File: config.mk
export PLATFORM = sky130hd
export DESIGN_NAME = alu_core
export DESIGN_NICKNAME = d
export VERILOG_FILES = /design/src/rtl/alu_core.sv
export SDC_FILE = /design/constraint.sdc
export NUM_CORES = 1
export LEC_CHECK = 0
export BUFFER_PORTS_ARGS = -buffer_cell sky130_fd_sc_hd__buf_2
export CAP_MARGIN = 40
export CORE_MARGIN = 2
export CORE_UTILIZATION = 46
export CTS_CLUSTER_DIAMETER = 120
export DETAILED_ROUTE_END_ITERATION = 8
export GPL_TIMING_DRIVEN = 1
export MAX_ROUTING_LAYER = met4
export PLACE_DENSITY = 0.76
export SLEW_MARGIN = 20
export SYNTH_ARGS = -nofsm -noshare
export SYNTH_HDL_FRONTEND = slang
export SYNTH_SLANG_ARGS = --single-unit
File: constraint.sdc
create_clock -name clk -period 4 [get_ports clk]
set_input_delay 0.2 -clock clk [delete_from_list [all_inputs] [get_ports clk]]
set_output_delay 0.2 -clock clk [all_outputs]
set_load 0.02 [all_outputs]
File: src/rtl/alu_core.sv
// alu_core: registered ALU with split-operand wait state; defining ALU_MUL_EN adds the
// 3-cycle multiply path (arith cmds 12/13), otherwise those commands report err.
module alu_core #(
    parameter int DATA_WIDTH = 8,
    parameter int CMD_WIDTH  = 4
) (
    input  logic                  clk,
    input  logic                  reset,
    input  logic                  ce,
    input  logic                  mode,
    input  logic [CMD_WIDTH-1:0]  cmd,
    input  logic [1:0]            inp_valid,
    input  logic [DATA_WIDTH-1:0] opa,
    input  logic [DATA_WIDTH-1:0] opb,
    input  logic                  cin,
    output logic [DATA_WIDTH+1:0] res,
    output logic                  cout,
    output logic                  oflow,
    output logic                  g,
    output logic                  l,
    output logic                  e,
    output logic                  err
);
    localparam int W  = DATA_WIDTH;
    localparam int SW = $clog2(DATA_WIDTH);
    localparam int OW = DATA_WIDTH + 8;

`ifdef ALU_MUL_EN
    typedef enum logic [1:0] {IDLE, WAIT_OP, MUL1, MUL2} state_t;
`else
    typedef enum logic {IDLE, WAIT_OP} state_t;
`endif

    state_t               state;
    logic [4:0]           cnt;
    logic [CMD_WIDTH-1:0] l_cmd;
    logic                 l_mode;
    logic [OW-1:0]        out_q;
    logic [OW-1:0]        exe;
    logic                 fire;

    logic [W-1:0]   x, lres, rol_v, ror_v;
    logic [W:0]     sum_v, dif_v, inc_v, dec_v;
    logic [W+1:0]   c_res;
    logic           c_cout, c_oflow, c_g, c_l, c_e, c_err;
    logic           need_a, need_b, bad_cmd, rot_bad, two_op;

`ifdef ALU_MUL_EN
    logic           is_mul;
    logic [W+1:0]   ma, mb, mp, prod;
    always_comb begin
        ma = cmd[0] ? {1'b0, opa, 1'b0} : {2'b0, opa} + (W+2)'(1);
        mb = cmd[0] ? {2'b0, opb} : {2'b0, opb} + (W+2)'(1);
        mp = ma * mb;
    end
`endif

    always_comb begin
        x       = cmd[1] ? opb : opa;
        sum_v   = {1'b0, opa} + {1'b0, opb} + {{W{1'b0}}, cmd[1] & cin};
        dif_v   = {1'b0, opa} - {1'b0, opb} - {{W{1'b0}}, cmd[1] & cin};
        inc_v   = {1'b0, x} + (W+1)'(1);
        dec_v   = {1'b0, x} - (W+1)'(1);
        rol_v   = (opa << opb[SW-1:0]) | (opa >> (W - int'(opb[SW-1:0])));
        ror_v   = (opa >> opb[SW-1:0]) | (opa << (W - int'(opb[SW-1:0])));
        c_res   = '0;
        lres    = '0;
        c_cout  = 1'b0;
        c_oflow = 1'b0;
        c_g     = 1'b0;
        c_l     = 1'b0;
        c_e     = 1'b0;
        need_a  = 1'b1;
        need_b  = 1'b1;
        bad_cmd = 1'b0;
        rot_bad = 1'b0;
`ifdef ALU_MUL_EN
        is_mul  = 1'b0;
`endif
        if (mode) begin
            case (int'(cmd))
                0, 2: begin c_res = {1'b0, sum_v}; c_cout = sum_v[W]; end
                1, 3: begin c_res = {2'b0, dif_v[W-1:0]}; c_oflow = dif_v[W]; end
                4, 6: begin need_a = ~cmd[1]; need_b = cmd[1]; c_res = {1'b0, inc_v}; c_cout = inc_v[W]; end
                5, 7: begin need_a = ~cmd[1]; need_b = cmd[1]; c_res = {2'b0, dec_v[W-1:0]}; c_oflow = dec_v[W]; end
                8: begin c_g = opa > opb; c_l = opa < opb; c_e = opa == opb; end
`ifdef ALU_MUL_EN
                12, 13: is_mul = 1'b1;
`endif
                default: bad_cmd = 1'b1;
            endcase
        end else begin
            case (int'(cmd))
                0: lres = opa & opb;
                1: lres = ~(opa & opb);
                2: lres = opa | opb;
                3: lres = ~(opa | opb);
                4: lres = opa ^ opb;
                5: lres = ~(opa ^ opb);
                6: begin need_b = 1'b0; lres = ~opa; end
                7: begin need_a = 1'b0; lres = ~opb; end
                8: begin need_b = 1'b0; lres = opa >> 1; end
                9: begin need_b = 1'b0; lres = opa << 1; end
                10: begin need_a = 1'b0; lres = opb >> 1; end
                11: begin need_a = 1'b0; lres = opb << 1; end
                12: begin lres = rol_v; rot_bad = |opb[W-1:SW]; end
                13: begin lres = ror_v; rot_bad = |opb[W-1:SW]; end
                default: bad_cmd = 1'b1;
            endcase
            c_res = {2'b0, lres};
        end
        c_err  = bad_cmd | rot_bad | (inp_valid == 2'b00) | (need_a & ~inp_valid[0]) | (need_b & ~inp_valid[1]);
        two_op = need_a & need_b & ~bad_cmd;
    end

    // A two-operand command with only one operand valid parks in WAIT_OP instead of executing
    assign fire = (state == IDLE) ? !(two_op && ^inp_valid)
                : (state == WAIT_OP) && inp_valid == 2'b11 && cmd == l_cmd && mode == l_mode;
    assign exe  = c_err ? OW'(1) : {c_res, c_cout, c_oflow, c_g, c_l, c_e, 1'b0};
    assign {res, cout, oflow, g, l, e, err} = out_q;

    always_ff @(posedge clk) begin
        if (reset) begin
            state  <= IDLE;
            cnt    <= '0;
            out_q  <= '0;
            l_cmd  <= '0;
            l_mode <= 1'b0;
`ifdef ALU_MUL_EN
            prod   <= '0;
`endif
        end else if (ce) begin
            if (fire) begin
                cnt <= '0;
`ifdef ALU_MUL_EN
                if (is_mul && !c_err) begin
                    prod  <= mp;
                    state <= MUL1;
                end else
`endif
                begin
                    out_q <= exe;
                    state <= IDLE;
                end
            end else begin
                case (state)
                    IDLE: begin
                        state  <= WAIT_OP;
                        l_cmd  <= cmd;
                        l_mode <= mode;
                        cnt    <= 5'd16;
                    end
                    WAIT_OP: begin
                        if (inp_valid == 2'b11 || (inp_valid == 2'b00 && cnt == 5'd1)) begin
                            out_q <= OW'(1);
                            state <= IDLE;
                            cnt   <= '0;
                        end else begin
                            cnt <= (inp_valid == 2'b00) ? cnt - 5'd1 : 5'd16;
                        end
                    end
`ifdef ALU_MUL_EN
                    MUL1: state <= MUL2;
                    MUL2: begin
                        out_q <= {prod, 6'b0};
                        state <= IDLE;
                    end
`endif
                    default: state <= IDLE;
                endcase
            end
        end
    end
endmodule
-- Word level (Yosys, flattened, before mapping)
Index checks and enable logic that the tools add are counted.
- flip-flop bits (word level): 27
- input bits: 27
- output and inout bits: 16
- logic and storage cells: 124
- add/subtract/negate cells: 8
- shifts and indexed selects: 4
- magnitude comparators: 2
- eq/ne operators: 18
- bitwise operators: 25
- multiplexer cells: 37
- reduce and logical (&&, ||, !) cells: 25
- operator list (operator ; number):
    8-bit case mux with 14 select lines ; 1
    16-bit 2-to-1 mux ; 4
    8-bit inverter ; 5
    9-bit case mux with 4 select lines ; 1
    8-bit by 32-bit << shifter with 8-bit output ; 1
    8-bit by 32-bit right shift with 8-bit output ; 1
    4-bit equality test (second input constant) ; 6
    8-bit bitwise OR ; 3
    1-bit 2-to-1 mux ; 22
    4-bit by 3-bit equality test with 1-bit output (second input constant) ; 4
    5-bit 2-to-1 mux ; 3
    14-bit OR reduction ; 1
    10-bit 2-to-1 mux ; 1
    5-bit case mux with 2 select lines ; 1
    2-bit OR reduction ; 5
    8-bit by 1-bit adder with 9-bit output (second input constant) ; 1
    8-bit by 8-bit adder with 9-bit output ; 1
    9-bit by 1-bit adder with 9-bit output ; 1
    9-bit OR reduction ; 1
    8-bit by 1-bit subtractor with 9-bit output (second input constant) ; 1
    8-bit by 8-bit subtractor with 9-bit output ; 1
    9-bit by 1-bit subtractor with 9-bit output ; 1
    8-bit AND ; 1
    4-bit by 2-bit equality test with 1-bit output (second input constant) ; 2
    29 further kinds ; 50

-- Logic depth before layout (Yosys ltp)
Gate-level depths: netlist (run 1).
- depth in word-level cells: 11
- gate-level depth with buffers: 15
- mapped depth without buffers: 12

-- Least setup slack after synthesis (run 1)
No wires, ideal clock.
- kind: input-to-reg
- start point: in cmd[1]
- end point: reg out_q[9]
- arrival: 2.805 ns
- path buffers: 3
- required time: 3.876 ns
- path slack: 1.071 ns
- stages: 15
- library setup time: 0.124 ns
- cells stage by stage: buf_2 buf_2 buf_1 nand2_1 inv_1 fa_1 inv_1 ha_1 a211o_1 or2_2 nand3_1 o311ai_0 a211o_1 a21oi_1 nor2_1
- longest elaborated chain between the ends: 11
- elaborated cells on any way between the ends: 65
- those cells by class: 4 x add/sub; 14 x eq/ne; 18 x mux; 11 x bitwise; 18 x reduce/logical
- ends and longest elaborated chain (element ; RTL line ; RTL):
    start, declared ; 11 ; input logic [CMD_WIDTH-1:0] cmd,
    4-bit equality test, or another cell as far along ; 93 ; case (int'(cmd))
    14-bit OR reduction (no source line), or another cell as far along ; - ;
    1-bit 2-to-1 mux (on tied branches) ; - ;
    1-bit 2-to-1 mux ; 80 ; if (mode) begin
    1-bit inverter / 1-bit AND (equally long branches) ; 113 ; two_op = need_a & need_b & ~bad_cmd;
    1-bit AND ; 113 ;
    1-bit logical AND ; 117 ; assign fire = (state == IDLE) ? !(two_op && ^inp_valid)
    1-bit logical NOT ; 117 ;
    1-bit 2-to-1 mux ; 117 ;
    2-bit nonzero test (no source line) ; - ;
    3-bit AND reduction (no source line) ; - ;
    end signal, assigned ; 126 ; out_q <= '0;
    end signal, assigned ; 142 ; out_q <= exe;
    end signal, assigned ; 155 ; out_q <= OW'(1);
    end, declared ; 38 ; logic [OW-1:0] out_q;
Several ways; a longest one is shown, not always the timed one.
A chain may end at the register's enable or synchronous reset.

-- Worst setup path in the final report (run 1)
- start point: in opb[1]
- end point: reg out_q[11]
- longest elaborated chain between the ends: 7
- elaborated cells on any way between the ends: 19
- those cells by class: 7 x add/sub; 4 x shift; 6 x mux; 2 x bitwise
- ends and longest elaborated chain (element ; RTL line ; RTL):
    start, declared ; 14 ; input logic [DATA_WIDTH-1:0] opb,
    parallel branches: the longest is 4 deep, another holds 8-bit by 8-bit subtractor with 9-bit output ; - ;
    10-bit 2-to-1 mux (*) ; 80 ;
    16-bit 2-to-1 mux (*) ; 119 ; assign exe = c_err ? OW'(1) : {c_res, c_cout, c_oflow, c_g, c_l, c_e, 1'b0};
    16-bit 2-to-1 mux (*) ; 133 ; if (fire) begin
Every way passes the cells marked *.

==> qor.csv, run 1 <==
stage;metric;value;unit
drt;met1_length;7738;um
clock_network;clockBufferDepth;2;
yosys;postSynthAreaPerCell;7.142;sq um
drt;initialDrtViolationCount;600;
power_and_ir_drop;clockPowerShare;16.5;%
timing;fin_skew;0.003911;ns
floorplan;die_h;107.9;um
power_and_ir_drop;power;1.058;mW
yosys;ys_warn_count;0;
timing;grt_setup_unrepaired;no;
global_routing;first_global_vias;5262;
timing;fin_crit;3.067;ns
drt;routed.top_layer;met4;
power_and_ir_drop;vdd_ir_drop_max;0.0001051;V
timing;fmax;326.0;MHz
floorplan;die-area;11640;sq um
clock_network;cts_buffers;3;
clock_network;ctsResizeCount;0;
yosys;synth.cell_area;4964;sq um
timing;drv_slew;0;
yosys;synth_top_area_share;11.60;%
worst_setup_path;start_kind;input port;
clock_network;cts.sink_count;26;
worst_setup_path;critPathMaxStageDelay;0.84;ns
run_status;run_status;finished, final reports clean;
global_routing;grt.total_usage;32.11;%
drt;postRouteAntennaNets;0;
worst_setup_path;path_cells;buf_2, inv_1, ha_1, mux2i_1, o22ai_1, nand2_1, a31oi_1, a2111oi_0, buf_4, o31ai_1;
global_routing;grt_antenna_before_repair;0;
yosys;synth_edf_count;0;
clock_network;cts_tree;done;
floorplan;num_rows;37;
yosys;synth_nets;772;
hold_path;hold_path.class;in -> reg;
drt;vias;5587;
clock_network;cts-htree-levels;1;
yosys;synthFlopType;dfxtp_1;
global_routing;grt_max_degree;33;
cells_and_area;area_growth;6.075;%
drt;drt-wirelength-per-cell;21.77;um
global_routing;gr-total-overflow;0;
global_routing;grt_pass1_wl;28590;um
cells_and_area;fin_util;50.55;%
cells_and_area;final_area;5265;sq um
worst_setup_path;cp_num_buf_inv;3;
clock_network;cts_hold_buf;0;
power_and_ir_drop;switching_share;45.22;%
power_and_ir_drop;combinationalPowerShare;57.9;%
cells_and_area;nets;778;
power_and_ir_drop;leakage;2.180;nW
clock_network;clk_pin_slew_worst_paths;0.09;ns
cells_and_area;num_antenna_cells;0;
cells_and_area;drive_above_1_share;12.29;%
timing;max-slew-margin-rel;48.39;%
run;timing.max_cap.violations;0;
floorplan;die_w;107.9;um
worst_setup_path;path_class;in -> reg;
timing;hold_viol;0;
place;io_buffers;41;
yosys;synth_top_area_cell;ha_1;
yosys;synth_commonest_cells;56 x nand2_1, 53 x nor2_1, 46 x ha_1;
place;place_congestion;1.098;
power_and_ir_drop;internal-power;0.5795;mW
drt;dr.pass1.iters;5;
timing;finalSetupTns;0;ns
yosys;synth.most_common_cell;nand2_1;
timing;period_share;76.68;%
clock_network;insertion_delay;0.28;ns
timing;setup-violations-final;0;
floorplan;core_area;10420;sq um
yosys;ys_seq_elements;26;
power_and_ir_drop;p_sw;0.4784;mW
clock_network;post-cts-setup-buffers;0;
power_and_ir_drop;powerDensity;200.9;nW/um^2
drt;via_per_inst;6.683;
place;placed_area;5202;sq um
clock_network;root_buffer;clkbuf_8;
worst_setup_path;required;4.17;ns
yosys;yosysUniqueCellTypes;79;
worst_setup_path;crit_path_top_delay_cell;ha_1;
worst_setup_path;critPathCaptureType;flop;
drt;route.met2.wl;7886;um
yosys;synth_area_leaders;ha_1 12%, dfxtp_1 10%, mux2i_1 4.8%, o21ai_0 4.3%, nand2_1 4.2%;
power_and_ir_drop;seq_power_share;25.6;%
yosys;yosysSeqAreaShare;10.49;%
worst_setup_path;crit_family;buffers and inverters;
timing;worst_slew_pin_slew;0.7682;ns
yosys;async_flop_share;0;%
floorplan;initial_core_util;47.65;%
drt;routed_wl;18200;um
yosys;synth_cells;695;
place;hpwl;13600;um
worst_setup_path;crit_path_max_fanout;30;
drt;drc;0;
floorplan;ios;43;
drt;wl_met3;1759;um
worst_setup_path;critPathArrivalTime;3.24;ns
kinds of logic (layout without fill, tap and decap cells):
kind of cell	after synthesis	after routing	synth area share, %
adder cells (fa/ha/maj)	50	50	13.21
other	1	1	0.07555
multiplexers	39	39	9.201
buffers and inverters	100	105	8.268
XOR/XNOR	34	34	6.000
AND/OR/NAND/NOR	229	229	23.49
AO/OA/AOI/OAI	216	216	29.27
flip-flops	26	26	10.49
layout make-up:
| class | instances | area (sq um) |
|---|---|---|
| multi-input cells | 569 | 4033 |
| inverters | 45 | 168.9 |
| clock buffers | 4 | 55.05 |
| fillers | 1036 | 5151 |
| well taps | 136 | 170.2 |
| repair buffers | 56 | 317.8 |
| flip-flops and latches | 26 | 520.5 |
cell usage in the layout (no fill, tap or decap), types with 20 or more instances in the layout:
cell type  instances
mux2i_1           24
nor3_1            21
a21oi_1           41
dfxtp_1           26
inv_1             41
nand2_1           56
ha_1              46
nor2_1            53
xnor2_1           20
o21ai_0           43
buf_2             41
stage by stage:
| stage | hold slack, ns | instances | setup WS, ns |
|---|---|---|---|
| 2_1_floorplan | 0.2785 | 695 | 1.071 |
| 3_3_place_gp | 0.4304 | 831 | 0.7785 |
| 3_5_place_dp | 0.4366 | 831 | 0.7383 |
| 4_1_cts | 0.2644 | 835 | 1.035 |
| 5_1_grt | 0.2727 | 836 | 0.7068 |
| 6_report | 0.2688 | 836 | 0.9327 |
state kept, by name (all words and copies together) (netlist names):
| name | count |
|---|---|
| cnt | 5 |
| out_q | 15 |
| l_cmd | 4 |
| state | 1 |
| l_mode | 1 |
metal layers:
layer | global-route usage, % | up-vias
li1 | - | 2545
met1 | 43.46 | 2628
met2 | 46.90 | 357
met3 | 4.298 | 57
met4 | 15.66 | 0
met5 | - | -
worst register-to-register path, cell delays in order (launching register included):
cell and delay (ns):
dfxtp_1 0.33, xnor2_1 0.16, nand4_1 0.16, o32a_1 0.36
nor4_2 0.53, nand3_1 0.25, or3b_1 0.48, o21ai_1 0.15
power by group through the flow:
stage                     sequential (mW)  clock (mW)  combinational (mW)
after floorplan                     0.279           0               0.424
after global placement              0.276           0               0.582
after detailed placement            0.276           0               0.588
after CTS                           0.270       0.176               0.591
after global routing                0.271       0.187               0.662
final                               0.270       0.175               0.613
final timing paths:
check | from | end | depth (start not counted) | slack, ns
max | opb[1] | out_q[11] | 10 | 0.93
min | reset | l_cmd[2] | 2 | 0.27
max reg2reg | l_cmd[1] | out_q[1] | 7 | 1.53
min reg2reg | out_q[5] | out_q[5] | 1 | 0.45
Power figures use the tool's default switching activity.
==> run 2: changes to the inputs <==
- clock period: 4 -> 2.9 ns (I/O delays scaled with it)
==> run 2 against run 1 <==
  * Non-clock buffer count rose by 28
  * Wire length increased by 2.9%
  * Sequential power grew 38%
  * Critical path depth rose by 3
  * Register-to-register slack worse by 0.79 ns
  * Clock skew increased by 0.00078 ns
  * Total power grew 49%
  * First-iteration DRC count is 7.2% higher
  * Combinational power grew 45%
  * Setup slack worse by 0.43 ns
  * Clock power grew 78%
  * Die area stayed put
  * Critical path type unchanged
  * Critical endpoint is now out_q[9]
==> qor.csv, run 2 (synthesis results as in run 1) <==
stage;metric;value;unit;change
run_status;run_status;finished, final reports clean;;
timing;fmax;416.7;MHz;
drt;initialDrtViolationCount;643;;+7.2%
drt;routed_wl;18730;um;+2.9%
hold_path;hold_path.class;in -> reg;;
cells_and_area;final_common_cell;nand2_1;;
cells_and_area;drive_above_1_share;15.66;%;+3.4 points
clock_network;cts_hold_buf;0;;unchanged
floorplan;num_rows;37;;unchanged
drt;met1_length;7717;um;-0.27%
worst_setup_path;crit_end;out_q[9];;
cells_and_area;num_antenna_cells;0;;unchanged
worst_setup_path;path_class;in -> reg;;
timing;finalSetupTns;0;ns;unchanged
cells_and_area;largest_reg_flops;15;;unchanged
place;hpwl;14400;um;+5.9%
timing;finalWorstSetupSlack;0.4999;ns;-0.4328 ns
timing;max-slew-margin-rel;53.92;%;+5.5 points
drt;drc;0;;unchanged
timing;hold_viol;0;;unchanged
global_routing;grt_pass1_wl;29340;um;+2.6%
drt;route.met2.wl;8273;um;+4.9%
cells_and_area;nets;806;;+3.6%
cells_and_area;layout_common_cells;56 x nand2_1, 53 x nor2_1, 46 x ha_1;;
clock_network;cts_tree;done;;
worst_setup_path;crit_path_max_fanout;3;;-90%
timing;grt_setup_unrepaired;no;;
clock_network;post-cts-setup-buffers;0;;unchanged
timing;period_share;82.76;%;
place;place_ws;0.2541;ns;-0.4843 ns
worst_setup_path;rr_worst_depth;7;;unchanged
timing;drv_slew;0;;unchanged
clock_network;root_buffer;clkbuf_8;;
floorplan;ios;43;;unchanged
drt;dr.pass1.iters;6;;+1
power_and_ir_drop;powerDensity;285.3;nW/um^2;+42%
floorplan;core_area;10420;sq um;unchanged
worst_setup_path;required;3.07;ns;-1.10 ns
clock_network;cts_buffers;3;;unchanged
worst_setup_path;critPathCaptureType;flop;;
cells_and_area;largestRegisters;out_q x15, cnt x5, l_cmd x4;;
place;place_congestion;1.035;;-5.7%
cells_and_area;final_area;5517;sq um;+4.8%
power_and_ir_drop;vdd_ir_drop_max;0.0001976;V;+88%
timing;worst_slew_pin_slew;0.6737;ns;-0.09451 ns
clock_network;clockBufferDepth;2;;unchanged
floorplan;die_h;107.9;um;unchanged
drt;via_per_inst;6.544;;-2.1%
worst_setup_path;r2r-end;out_q[3];;
timing;fin_skew;0.004693;ns;+0.0007821 ns
place;placed_area;5445;sq um;+4.7%
timing;fin_crit;2.400;ns;
power_and_ir_drop;leakage;2.335;nW;+7.1%
timing;setup-violations-final;0;;unchanged
worst_setup_path;r2r_slack;0.74;ns;-0.79 ns
cells_and_area;area_growth;11.14;%;
clock_network;cts-htree-levels;1;;unchanged
worst_setup_path;start_kind;input port;;
run;timing.max_cap.violations;0;;unchanged
floorplan;die_w;107.9;um;unchanged
cells_and_area;regMostFlops;out_q;;
drt;wl_met3;1788;um;+1.6%
worst_setup_path;critPathArrivalTime;2.57;ns;-0.67 ns
worst_setup_path;critPathLaunch;cmd[1];;
drt;vias;5654;;+1.2%
drt;routed.top_layer;met4;;
floorplan;die-area;11640;sq um;unchanged
cells_and_area;nFillCells;1051;;+1.4%
clock_network;cts.sink_count;26;;unchanged
global_routing;first_global_vias;5417;;+2.9%
clock_network;ctsResizeCount;0;;unchanged
floorplan;initial_core_util;47.65;%;unchanged
place;io_buffers;41;;unchanged
global_routing;grt_antenna_before_repair;0;;unchanged
global_routing;grt.total_usage;33.30;%;+1.2 points
drt;postRouteAntennaNets;0;;unchanged
global_routing;grt_max_degree;68;;+110%
clock_network;clk_pin_slew_worst_paths;0.10;ns;about the same
global_routing;gr-total-overflow;0;;unchanged
worst_setup_path;r2r_start;l_cmd[1];;
drt;drt-wirelength-per-cell;21.68;um;-0.43%
clock_network;insertion_delay;0.28;ns;about the same
==> run 2: cell type report <==
type | count | area, sq um | share of cell area, %
well taps | 136 | 170.2 | 3.085
clock buffers | 3 | 41.29 | 0.7485
multi-input cells | 569 | 4033 | 73.10
inverters | 45 | 168.9 | 3.062
repair buffers | 84 | 553.0 | 10.02
flip-flops and latches | 26 | 520.5 | 9.435
clock inverters | 1 | 30.03 | 0.5443
==> run 2: worst max-delay path: stages <==
cell	delay, ns
buf_2	0.15
nand2_1	0.10
inv_1	0.06
fa_1	0.36
inv_1	0.11
ha_1	0.25
a211o_1	0.34
or2_2	0.29
nand3_1	0.09
o311ai_0	0.14
a211o_1	0.33
a21oi_1	0.16
nor2_1	0.06
==> run 2: through the flow <==
stage | cells | util [%] | power [mW] | hold WS [ns]
final | 864 | 52.96 | 1.574 | 0.1724
after global routing | 864 | 52.96 | 1.661 | 0.2050
after CTS | 864 | 52.96 | 1.555 | 0.1716
after detailed placement | 860 | 52.28 | 1.241 | 0.4404
after global placement | 860 | 52.28 | 1.232 | 0.4343
after floorplan | 695 | - | 0.9697 | 0.2235
==> run 2: report_power, final <==
part	switching, mW	leakage [nW]	internal (mW)
Sequential	0.00725	0.210	0.366
Combinational	0.544	2.09	0.345
Clock	0.127	0.0357	0.185
Total	0.679	2.33	0.895
==> run 2: per-layer routing <==
metal / track usage, % / vias up
li1: - / 2610
met1: 44.06 / 2635
met2: 51.03 / 338
met3: 3.208 / 71
met4: 15.84 / 0
met5: - / -
==> run 2: worst min path at each step <==
stage | start | to | slack [ns] | cells past startpoint
4_1_cts | cmd[3] | l_cmd[3] | 0.17 | 3
2_1_floorplan | reset | state | 0.22 | 1
5_1_grt | cmd[3] | l_cmd[3] | 0.21 | 3
3_5_place_dp | out_q[3] | out_q[3] | 0.44 | 2
3_3_place_gp | out_q[1] | out_q[1] | 0.43 | 2
6_report | cmd[3] | l_cmd[3] | 0.17 | 3
==> run 3: changes to the inputs <==
- PLACE_DENSITY: 0.76 -> 0.79
- clock period: 2.9 -> 1.95 ns (I/O delays scaled with it)
==> run 3 against run 2 <==
  * The flow now finishes with violations (negative setup slack)
  * Via count up 15%
  * Highest routed layer unchanged
  * Largest cell class unchanged
  * Global-route usage up 6.5 points
  * Sequential power up 48%
  * Non-clock buffer count up 169
  * Clock power about the same
==> qor.csv, run 3 (synthesis results as in run 1) <==
stage;metric;value;unit;change
worst_setup_path;critPathLaunch;l_mode;;
place;place_inst;1017;;+18%
cells_and_area;final-instance-count-excl-fill;1032;;+19%
floorplan;core_area;10420;sq um;unchanged
worst_setup_path;critPathArrivalTime;2.31;ns;-0.26 ns
run_status;violations;negative setup slack;;
worst_setup_path;r2r_slack;-0.15;ns;-0.89 ns
cells_and_area;largestRegisters;out_q x15, cnt x5, l_cmd x4;;
global_routing;grt_antenna_before_repair;0;;unchanged
floorplan;die_w;107.9;um;unchanged
cells_and_area;nets;975;;+21%
clock_network;insertion_delay;0.27;ns;about the same
drt;drt-wirelength-per-cell;21.80;um;+0.56%
place;placed_area;6734;sq um;+24%
timing;fin_crit;2.099;ns;
global_routing;grt.total_usage;39.82;%;+6.5 points
timing;setup-violations-final;11;;+11
worst_setup_path;crit_path_max_fanout;3;;unchanged
worst_setup_path;critPathMaxStageDelay;0.43;ns;+0.07 ns
hold_path;hp-start;cmd[3];;
timing;fin_hold_ws;0.1656;ns;-0.006818 ns
floorplan;ios;43;;unchanged
worst_setup_path;required;2.16;ns;-0.91 ns
cells_and_area;layout_common_cells;208 x buf_4, 55 x nand2_1, 53 x nor2_1;;
worst_setup_path;r2r-end;out_q[3];;
clock_network;cts_hold_buf;0;;unchanged
power_and_ir_drop;powerDensity;378.3;nW/um^2;+33%
timing;max-slew-margin-rel;58.72;%;+4.8 points
global_routing;first_global_vias;6441;;+19%
timing;grt_setup_unrepaired;yes;;
cells_and_area;fin_util;68.88;%;+16 points
cells_and_area;nFillCells;841;;-20%
cells_and_area;regMostFlops;out_q;;
cells_and_area;area_growth;44.54;%;
drt;postRouteAntennaNets;0;;unchanged
timing;fmax;476.4;MHz;
run;timing.max_cap.violations;0;;unchanged
clock_network;clockBufferDepth;2;;unchanged
worst_setup_path;path_class;reg -> reg;;
drt;drc;0;;unchanged
cells_and_area;drive_above_1_share;37.61;%;+22 points
floorplan;initial_core_util;47.65;%;unchanged
drt;dr.pass1.iters;5;;-1
worst_setup_path;start_kind;flop;;
cells_and_area;final_common_cell;buf_4;;
clock_network;cts-htree-levels;1;;unchanged
hold_path;whs_path_depth;3;;unchanged
floorplan;die-area;11640;sq um;unchanged
power_and_ir_drop;vdd_ir_drop_max;0.0003523;V;+78%
run_status;run_status;finished with violations;;
drt;via_per_inst;6.323;;-3.4%
cells_and_area;num_antenna_cells;0;;unchanged
worst_setup_path;critPathCaptureType;flop;;
place;io_buffers;41;;unchanged
clock_network;cts.sink_count;26;;unchanged
timing;finalWorstSetupSlack;-0.1490;ns;-0.6489 ns
worst_setup_path;r2r_start;l_mode;;
place;place_congestion;1.131;;+9.3%
cells_and_area;largest_reg_flops;15;;unchanged
drt;initialDrtViolationCount;683;;+6.2%
worst_setup_path;crit_path_top_delay_cell;o32a_1;;
drt;vias;6525;;+15%
timing;fin_skew;0.007298;ns;+0.002605 ns
timing;period_share;107.6;%;
global_routing;gr-total-overflow;0;;unchanged
clock_network;root_buffer;clkbuf_8;;
timing;drv_slew;0;;unchanged
hold_path;hold_path.class;in -> reg;;
clock_network;clk_pin_slew_worst_paths;0.09;ns;about the same
global_routing;grt_pass1_wl;34710;um;+18%
worst_setup_path;crit_end;out_q[3];;
drt;routed_wl;22500;um;+20%
global_routing;grt_max_degree;25;;-63%
power_and_ir_drop;leakage;3.202;nW;+37%
timing;hold_viol;0;;unchanged
worst_setup_path;path_cells;xnor2_1, nand4_1, o32a_1, nor4_4, nand3_1, or3b_4, o21ai_2;;
cells_and_area;final_area;7174;sq um;+30%
clock_network;cts_buffers;3;;unchanged
floorplan;die_h;107.9;um;unchanged
place;place_ws;-0.6181;ns;-0.8722 ns
worst_setup_path;rr_worst_depth;7;;unchanged
floorplan;num_rows;37;;unchanged
place;hpwl;17930;um;+25%
timing;worst_slew_pin_slew;0.6112;ns;-0.06256 ns
clock_network;cts_tree;done;;
==> run 3: metrics by stage <==
step / total power [mW] / setup TNS (ns)
5_1_grt: 2.837 / -1.916
3_3_place_gp: 2.189 / -4.835
4_1_cts: 2.583 / -0.2102
3_5_place_dp: 2.216 / -5.422
2_1_floorplan: 1.485 / -2.721
6_report: 2.714 / -1.289
==> run 3: worst min path at each step <==
| stage | slack [ns] | end |
|---|---|---|
| after floorplan | 0.18 | state |
| after global placement | 0.41 | l_cmd[3] |
| after detailed placement | 0.43 | l_cmd[3] |
| after CTS | 0.15 | l_cmd[3] |
| after global routing | 0.20 | l_mode |
| final | 0.17 | l_cmd[3] |
==> run 3: final cells by class <==
type	count	area (sq um)	area share, %
Multi-Input combinational cell	569	4348	60.60
Timing Repair Buffer	253	1908	26.60
Sequential cell	26	525.5	7.325
Inverter	45	181.4	2.529
Tap cell	136	170.2	2.372
Clock buffer	3	41.29	0.5755
==> run 3: layer usage <==
layer  vias up  wire length, um  GRT usage [%]
met2       413            10430          66.67
li1       2936                -              -
met5         -                0              -
met1      3066             8644          46.85
met3       110             1931          4.903
met4         0             1495          20.33
==> run 3: power by group <==
group / total [mW] / internal [mW] / leakage (nW) / switching (mW)
combinational: 1.85 / 0.853 / 2.97 / 0.999
clock: 0.309 / 0.139 / 0.0216 / 0.170
sequential: 0.553 / 0.544 / 0.212 / 0.00898
total: 2.71 / 1.54 / 3.20 / 1.18
==> run 3: worst max-delay path, delay by kind of cell (launching register included) <==
| family | cells | cell delay (ns) |
|---|---|---|
| and+or+nand+nor | 4 | 0.99 |
| AOI/OAI and AO/OA | 2 | 0.55 |
| DFF | 1 | 0.34 |
| xor gates and xnor gates | 1 | 0.14 |
==> run 3: timing repair <==
| action | 4_1_cts | 5_1_grt |
|---|---|---|
| pin swaps | 27 | 18 |
| setup endpoints to repair | 14 | 15 |
| resized for setup | 38 | 37 |
| buffers inserted | 9 | 4 |
